<file path="src/rtl/memdata_arbiter.sv">
// memdata_arbiter: two-port arbiter in front of a single-port data memory.
// Each transaction takes three cycles: grant (IDLE->ACCESS), memory access
// (ACCESS->DONE) and completion (DONE->IDLE), with a one-cycle ack pulse to
// the granted port. Conflicts are resolved round-robin or fixed-priority (A).
module memdata_arbiter #(
   parameter int XLEN        = 32,
   parameter int ROUND_ROBIN = 1
) (
   input  logic            clk,
   input  logic            rst_n,
   input  logic            req_a,
   input  logic            req_b,
   input  logic            we_a,
   input  logic            we_b,
   input  logic [XLEN-1:0] addr_a,
   input  logic [XLEN-1:0] addr_b,
   input  logic [XLEN-1:0] wdata_a,
   input  logic [XLEN-1:0] wdata_b,
   output logic            ack_a,
   output logic            ack_b,
   output logic [XLEN-1:0] rdata_a,
   output logic [XLEN-1:0] rdata_b,
   output logic            busy,
   output logic [XLEN-1:0] mem_address,
   output logic [XLEN-1:0] mem_data,
   output logic            mem_write,
   input  logic [XLEN-1:0] mem_out
);

   typedef enum logic [1:0] {
      IDLE   = 2'd0,
      ACCESS = 2'd1,
      DONE   = 2'd2
   } state_t;

   state_t            state_q, state_d;
   logic              last_b_q, last_b_d;      // 1 = last grant went to port B
   logic              gnt_b_q, gnt_b_d;        // port owning the transaction in flight
   logic              we_q, we_d;              // direction of the transaction in flight
   logic [XLEN-1:0]   mem_address_q, mem_address_d;
   logic [XLEN-1:0]   mem_data_q, mem_data_d;
   logic              mem_write_q, mem_write_d;
   logic              ack_a_q, ack_a_d;
   logic              ack_b_q, ack_b_d;
   logic [XLEN-1:0]   rdata_a_q, rdata_a_d;
   logic [XLEN-1:0]   rdata_b_q, rdata_b_d;
   logic              grant_b_s;

   // Arbitration: a lone request wins; a tie goes to the port not granted last
   // (round-robin) or always to port A (fixed priority).
   always_comb begin
      grant_b_s = 1'b0;
      if (req_a && req_b) begin
         if (ROUND_ROBIN != 0) begin
            grant_b_s = ~last_b_q;
         end else begin
            grant_b_s = 1'b0;
         end
      end else begin
         grant_b_s = req_b;
      end
   end

   // Next-state and output logic of the transaction FSM.
   always_comb begin
      state_d       = state_q;
      last_b_d      = last_b_q;
      gnt_b_d       = gnt_b_q;
      we_d          = we_q;
      mem_address_d = mem_address_q;
      mem_data_d    = mem_data_q;
      mem_write_d   = 1'b0;
      ack_a_d       = 1'b0;
      ack_b_d       = 1'b0;
      rdata_a_d     = rdata_a_q;
      rdata_b_d     = rdata_b_q;
      case (state_q)
         IDLE: begin
            if (req_a || req_b) begin
               state_d  = ACCESS;
               last_b_d = grant_b_s;
               gnt_b_d  = grant_b_s;
               if (grant_b_s) begin
                  mem_address_d = addr_b;
                  mem_data_d    = wdata_b;
                  mem_write_d   = we_b;
                  we_d          = we_b;
               end else begin
                  mem_address_d = addr_a;
                  mem_data_d    = wdata_a;
                  mem_write_d   = we_a;
                  we_d          = we_a;
               end
            end else begin
               state_d = IDLE;
            end
         end
         ACCESS: begin
            // Memory samples address/write on this edge; write strobe ends here.
            state_d = DONE;
         end
         DONE: begin
            // mem_out now reflects the address registered at the grant edge.
            state_d = IDLE;
            if (gnt_b_q) begin
               ack_b_d = 1'b1;
               if (!we_q) begin
                  rdata_b_d = mem_out;
               end else begin
                  rdata_b_d = rdata_b_q;
               end
            end else begin
               ack_a_d = 1'b1;
               if (!we_q) begin
                  rdata_a_d = mem_out;
               end else begin
                  rdata_a_d = rdata_a_q;
               end
            end
         end
         default: begin
            state_d = IDLE;
         end
      endcase
   end

   // State and output registers with synchronous active-low reset.
   always_ff @(posedge clk) begin
      if (!rst_n) begin
         state_q       <= IDLE;
         last_b_q      <= 1'b1;
         gnt_b_q       <= 1'b0;
         we_q          <= 1'b0;
         mem_address_q <= '0;
         mem_data_q    <= '0;
         mem_write_q   <= 1'b0;
         ack_a_q       <= 1'b0;
         ack_b_q       <= 1'b0;
         rdata_a_q     <= '0;
         rdata_b_q     <= '0;
      end else begin
         state_q       <= state_d;
         last_b_q      <= last_b_d;
         gnt_b_q       <= gnt_b_d;
         we_q          <= we_d;
         mem_address_q <= mem_address_d;
         mem_data_q    <= mem_data_d;
         mem_write_q   <= mem_write_d;
         ack_a_q       <= ack_a_d;
         ack_b_q       <= ack_b_d;
         rdata_a_q     <= rdata_a_d;
         rdata_b_q     <= rdata_b_d;
      end
   end

   assign ack_a       = ack_a_q;
   assign ack_b       = ack_b_q;
   assign rdata_a     = rdata_a_q;
   assign rdata_b     = rdata_b_q;
   assign mem_address = mem_address_q;
   assign mem_data    = mem_data_q;
   assign mem_write   = mem_write_q;
   assign busy        = (state_q != IDLE);

endmodule

</file>
<file path="config.mk">
export PLATFORM = sky130hd
export DESIGN_NAME = memdata_arbiter
export DESIGN_NICKNAME = d
export VERILOG_FILES = /design/src/rtl/memdata_arbiter.sv
export SDC_FILE = /design/constraint.sdc
export NUM_CORES = 1
export LEC_CHECK = 0
export ABC_CLOCK_PERIOD_IN_PS = 1900
export CAP_MARGIN = 15
export CORE_MARGIN = 8
export CORE_UTILIZATION = 40
export CTS_CLUSTER_SIZE = 24
export DETAILED_ROUTE_END_ITERATION = 12
export PLACE_DENSITY = 0.85
export SETUP_SLACK_MARGIN = 0.15
export SYNTH_ARGS = -nofsm -noshare
export SYNTH_HDL_FRONTEND = slang
export SYNTH_SLANG_ARGS = --single-unit
export TNS_END_PERCENT = 1
</file>
<file path="constraint.sdc">
create_clock -name clk -period 1.9 [get_ports clk]
set_input_delay 0.38 -clock clk [delete_from_list [all_inputs] [get_ports clk]]
set_output_delay 0.38 -clock clk [all_outputs]
set_load 0.05 [all_outputs]
</file>
==> flow_metrics.env <==
export IMPL_die_x_um=137
export IMPL_cts_sinks=136
export IMPL_worstPathRequired_ns=1.52
export IMPL_boundaryPins=298
export IMPL_cp_data_arrival_time_ns=1.29
export IMPL_endpoint_kind="output port"
export IMPL_worstPathCellList="dlygate4sd2_1"
export IMPL_synth_area_leaders="dfxtp_1 47%, a311oi_2 13%, nand2_1 12%, a21oi_1 5.7%, nand3_1 5.5%"
export IMPL_syn_to_final_growth_pct=60.0
export IMPL_cp_num_buf_inv=1
export IMPL_cap_violations=0
export IMPL_yosys_cell_types_count=29
export IMPL_clk_pin_slew_ns=0.05
export IMPL_ys_seq_elements=136
export IMPL_worst_slack_ns=0.232
export IMPL_drt_pass1_iter_count=4
export IMPL_p_leak_uw=0.00385
export IMPL_tns_ns=0
export IMPL_rsz0062_at_grt="false"
export IMPL_post_route_util=0.650
export IMPL_drc=0
export IMPL_gr_total_overflow=0
export IMPL_root_buffer="clkbuf_16"
export IMPL_die_area_um2=18700
export IMPL_start_kind="flip-flop"
export IMPL_cp_slowest_cell="dlygate4sd2_1"
export IMPL_slew_violations=0
export IMPL_grt_start_max_net_pins=132
export IMPL_critPathKind="flip-flop to output port"
export IMPL_relSlewSlack=0.643
export IMPL_antenna_found_initial=0
export IMPL_yosys_top_cells_count="193 x nand2_1, 136 x dfxtp_1, 67 x a21oi_1, 64 x nand3_1, 50 x a311oi_2"
export IMPL_slowest_delay_ns=0.55
export IMPL_synth_edf_count=0
export IMPL_clock_latency_ns=0.41
export IMPL_finalCritPeriodShare=0.878
export IMPL_grtUsageTotal=0.222
export IMPL_core_um2=14400
export IMPL_clockBufferDepth=2
export IMPL_cts_max_level=4
export IMPL_grt_pass1_vias=6003
export IMPL_ant_nets=0
export IMPL_post_route_min_period_ns=1.67
export IMPL_synth_top_area_share=0.466
export IMPL_drive_gt1_frac=0.209
export IMPL_viasPerCell=5.27
export IMPL_cts_tree="built"
export IMPL_fmax_mhz=599
export IMPL_fillers=1194
export IMPL_cts_buffers=17
export IMPL_hold_viol=0
export IMPL_vias=6059
export IMPL_syn_area_um2=5840
export IMPL_tightest_slew_ns=0.535
export IMPL_yosys_warnings=0
export IMPL_hold_path_class="flip-flop to flip-flop"
export IMPL_path_max_fanout=2
export IMPL_run_status="finished, final reports clean"
export IMPL_post_synth_top_area_cell="dfxtp_1"
export IMPL_gp_congestion=0.869
export IMPL_initial_core_util=0.406
export IMPL_setup_viol=0
export IMPL_die_h_um=137
export IMPL_place_ws_ns=-0.0338
export IMPL_grt_pass1_wl_mm=32.1
export IMPL_rows=44
export IMPL_async_flop_share=0
export IMPL_synthFlopType="dfxtp_1"
export IMPL_cp_top_family="buffers and inverters"
export IMPL_synth_most_common_cell="nand2_1"
export IMPL_syn_num_nets=845
export IMPL_synth_avg_cell_area_um2=8.60
export IMPL_postSynthCellCount=679
export IMPL_yosysSeqAreaShare=0.466
export IMPL_fin_nets=1119
export IMPL_power_density_nw_per_um2=936
export IMPL_ir_drop_mv=0.655
export IMPL_fin_worst_skew_ns=0.00858
export IMPL_avgRoutedWirePerCell_um=18.6
export IMPL_hpwl_mm=15.8
export IMPL_finalWirelength_mm=21.4
export IMPL_drt_iter0_drc=267
export IMPL_portBuffers=297
layout by cell type, fill, tap and decap left out:
cell	n
nand2_1	193
clkdlybuf4s50_1	164
dfxtp_1	134
buf_4	102
a21oi_1	67
nand3_1	64
dlygate4sd2_1	51
a311oi_2	50
o21ai_0	33
o21ai_1	32
clkbuf_16	17
a311oi_1	14
buf_12	10
clkinv_2	5
bufinv_16	3
diode_2	2
a21bo_2	2
and3_1	2
clkbuf_8	2
clkinvlp_4	2
clkbuf_1	2
dfxtp_2	2
nor2_4	1
inv_1	1
or2_2	1
and2_4	1
a21boi_4	1
or4b_2	1
and4bb_2	1
nor3b_1	1
mux2i_1	1
a211oi_1	1
nor2b_1	1
nor4b_1	1
and4b_1	1
area by class of cell:
type | instances | area, µm² | share of cell area
Multi-Input combinational cell | 469 | 2730 | 0.292
Sequential cell | 136 | 2730 | 0.292
Tap cell | 184 | 230 | 0.0247
Clock inverter | 9 | 125 | 0.0134
Antenna cell | 2 | 5.00 | 0.000536
Inverter | 2 | 8.76 | 0.000938
Clock buffer | 21 | 460 | 0.0493
Timing Repair Buffer | 327 | 3050 | 0.327
state kept, by name, summed over array words and instances, names as in the netlist:
name / cells
ack_b: 1
mem_data: 32
mem_write: 1
we_q: 1
rdata_a: 32
gnt_b_q: 1
last_b_q: 1
ack_a: 1
state_q: 2
mem_address: 32
rdata_b: 32
logic make-up (layout without fill, tap and decap cells):
logic type | Yosys count | in the layout | synth area share
multiplexers | 1 | 1 | 0.00171
AO/OA/AOI/OAI | 200 | 200 | 0.269
buffers and inverters | 74 | 359 | 0.0688
AND/OR/NAND/NOR | 268 | 268 | 0.194
other | 0 | 2 | 0
flip-flops | 136 | 136 | 0.466
through the flow:
| step | cells | power (µW) | hold slack, ns | instance area, µm² |
|---|---|---|---|---|
| CTS | 1143 | 8790 | 0.453 | 9300 |
| global placement | 1113 | 5480 | 0.442 | 8770 |
| floorplan | 679 | 4600 | 0.439 | 5840 |
| global route | 1148 | 9080 | 0.468 | 9330 |
| finish | 1150 | 8740 | 0.449 | 9340 |
| detailed placement | 1113 | 5510 | 0.448 | 8770 |
timing repair:
| action | CTS | global route |
|---|---|---|
| endpoints found under the hold margin | 0 | 0 |
| gates resized for setup | 53 | 0 |
| buffers inserted | 0 | 5 |
| pin swaps | 1 | 1 |
| endpoints found under the setup margin | 52 | 1 |
| hold buffers | 0 | 0 |
final timing paths:
check	from	to	slack, ns	depth (start not counted)
hold / removal	rdata_a[0]$_SDFFE_PN0P_	rdata_a[0]$_SDFFE_PN0P_	0.45	2
hold reg to reg	rdata_a[0]$_SDFFE_PN0P_	rdata_a[0]$_SDFFE_PN0P_	0.45	2
setup / recovery	rdata_b[17]$_SDFFE_PN0P_	rdata_b[17]	0.23	1
setup reg to reg	we_q$_SDFFE_PN0P_	rdata_a[20]$_SDFFE_PN0P_	0.31	4
routing by layer:
metal | global-route usage | wire (µm)
met5 | 0 | 0
met4 | 0.0941 | 602
met3 | 0.0881 | 2350
met1 | 0.246 | 8000
met2 | 0.370 | 10500
where the power goes:
part           internal (µW)  switching (µW)
combinational            882            1390
clock                   2110            1190
sequential              3050             118
total                   6050            2700
(Power assumes the default switching activity.)
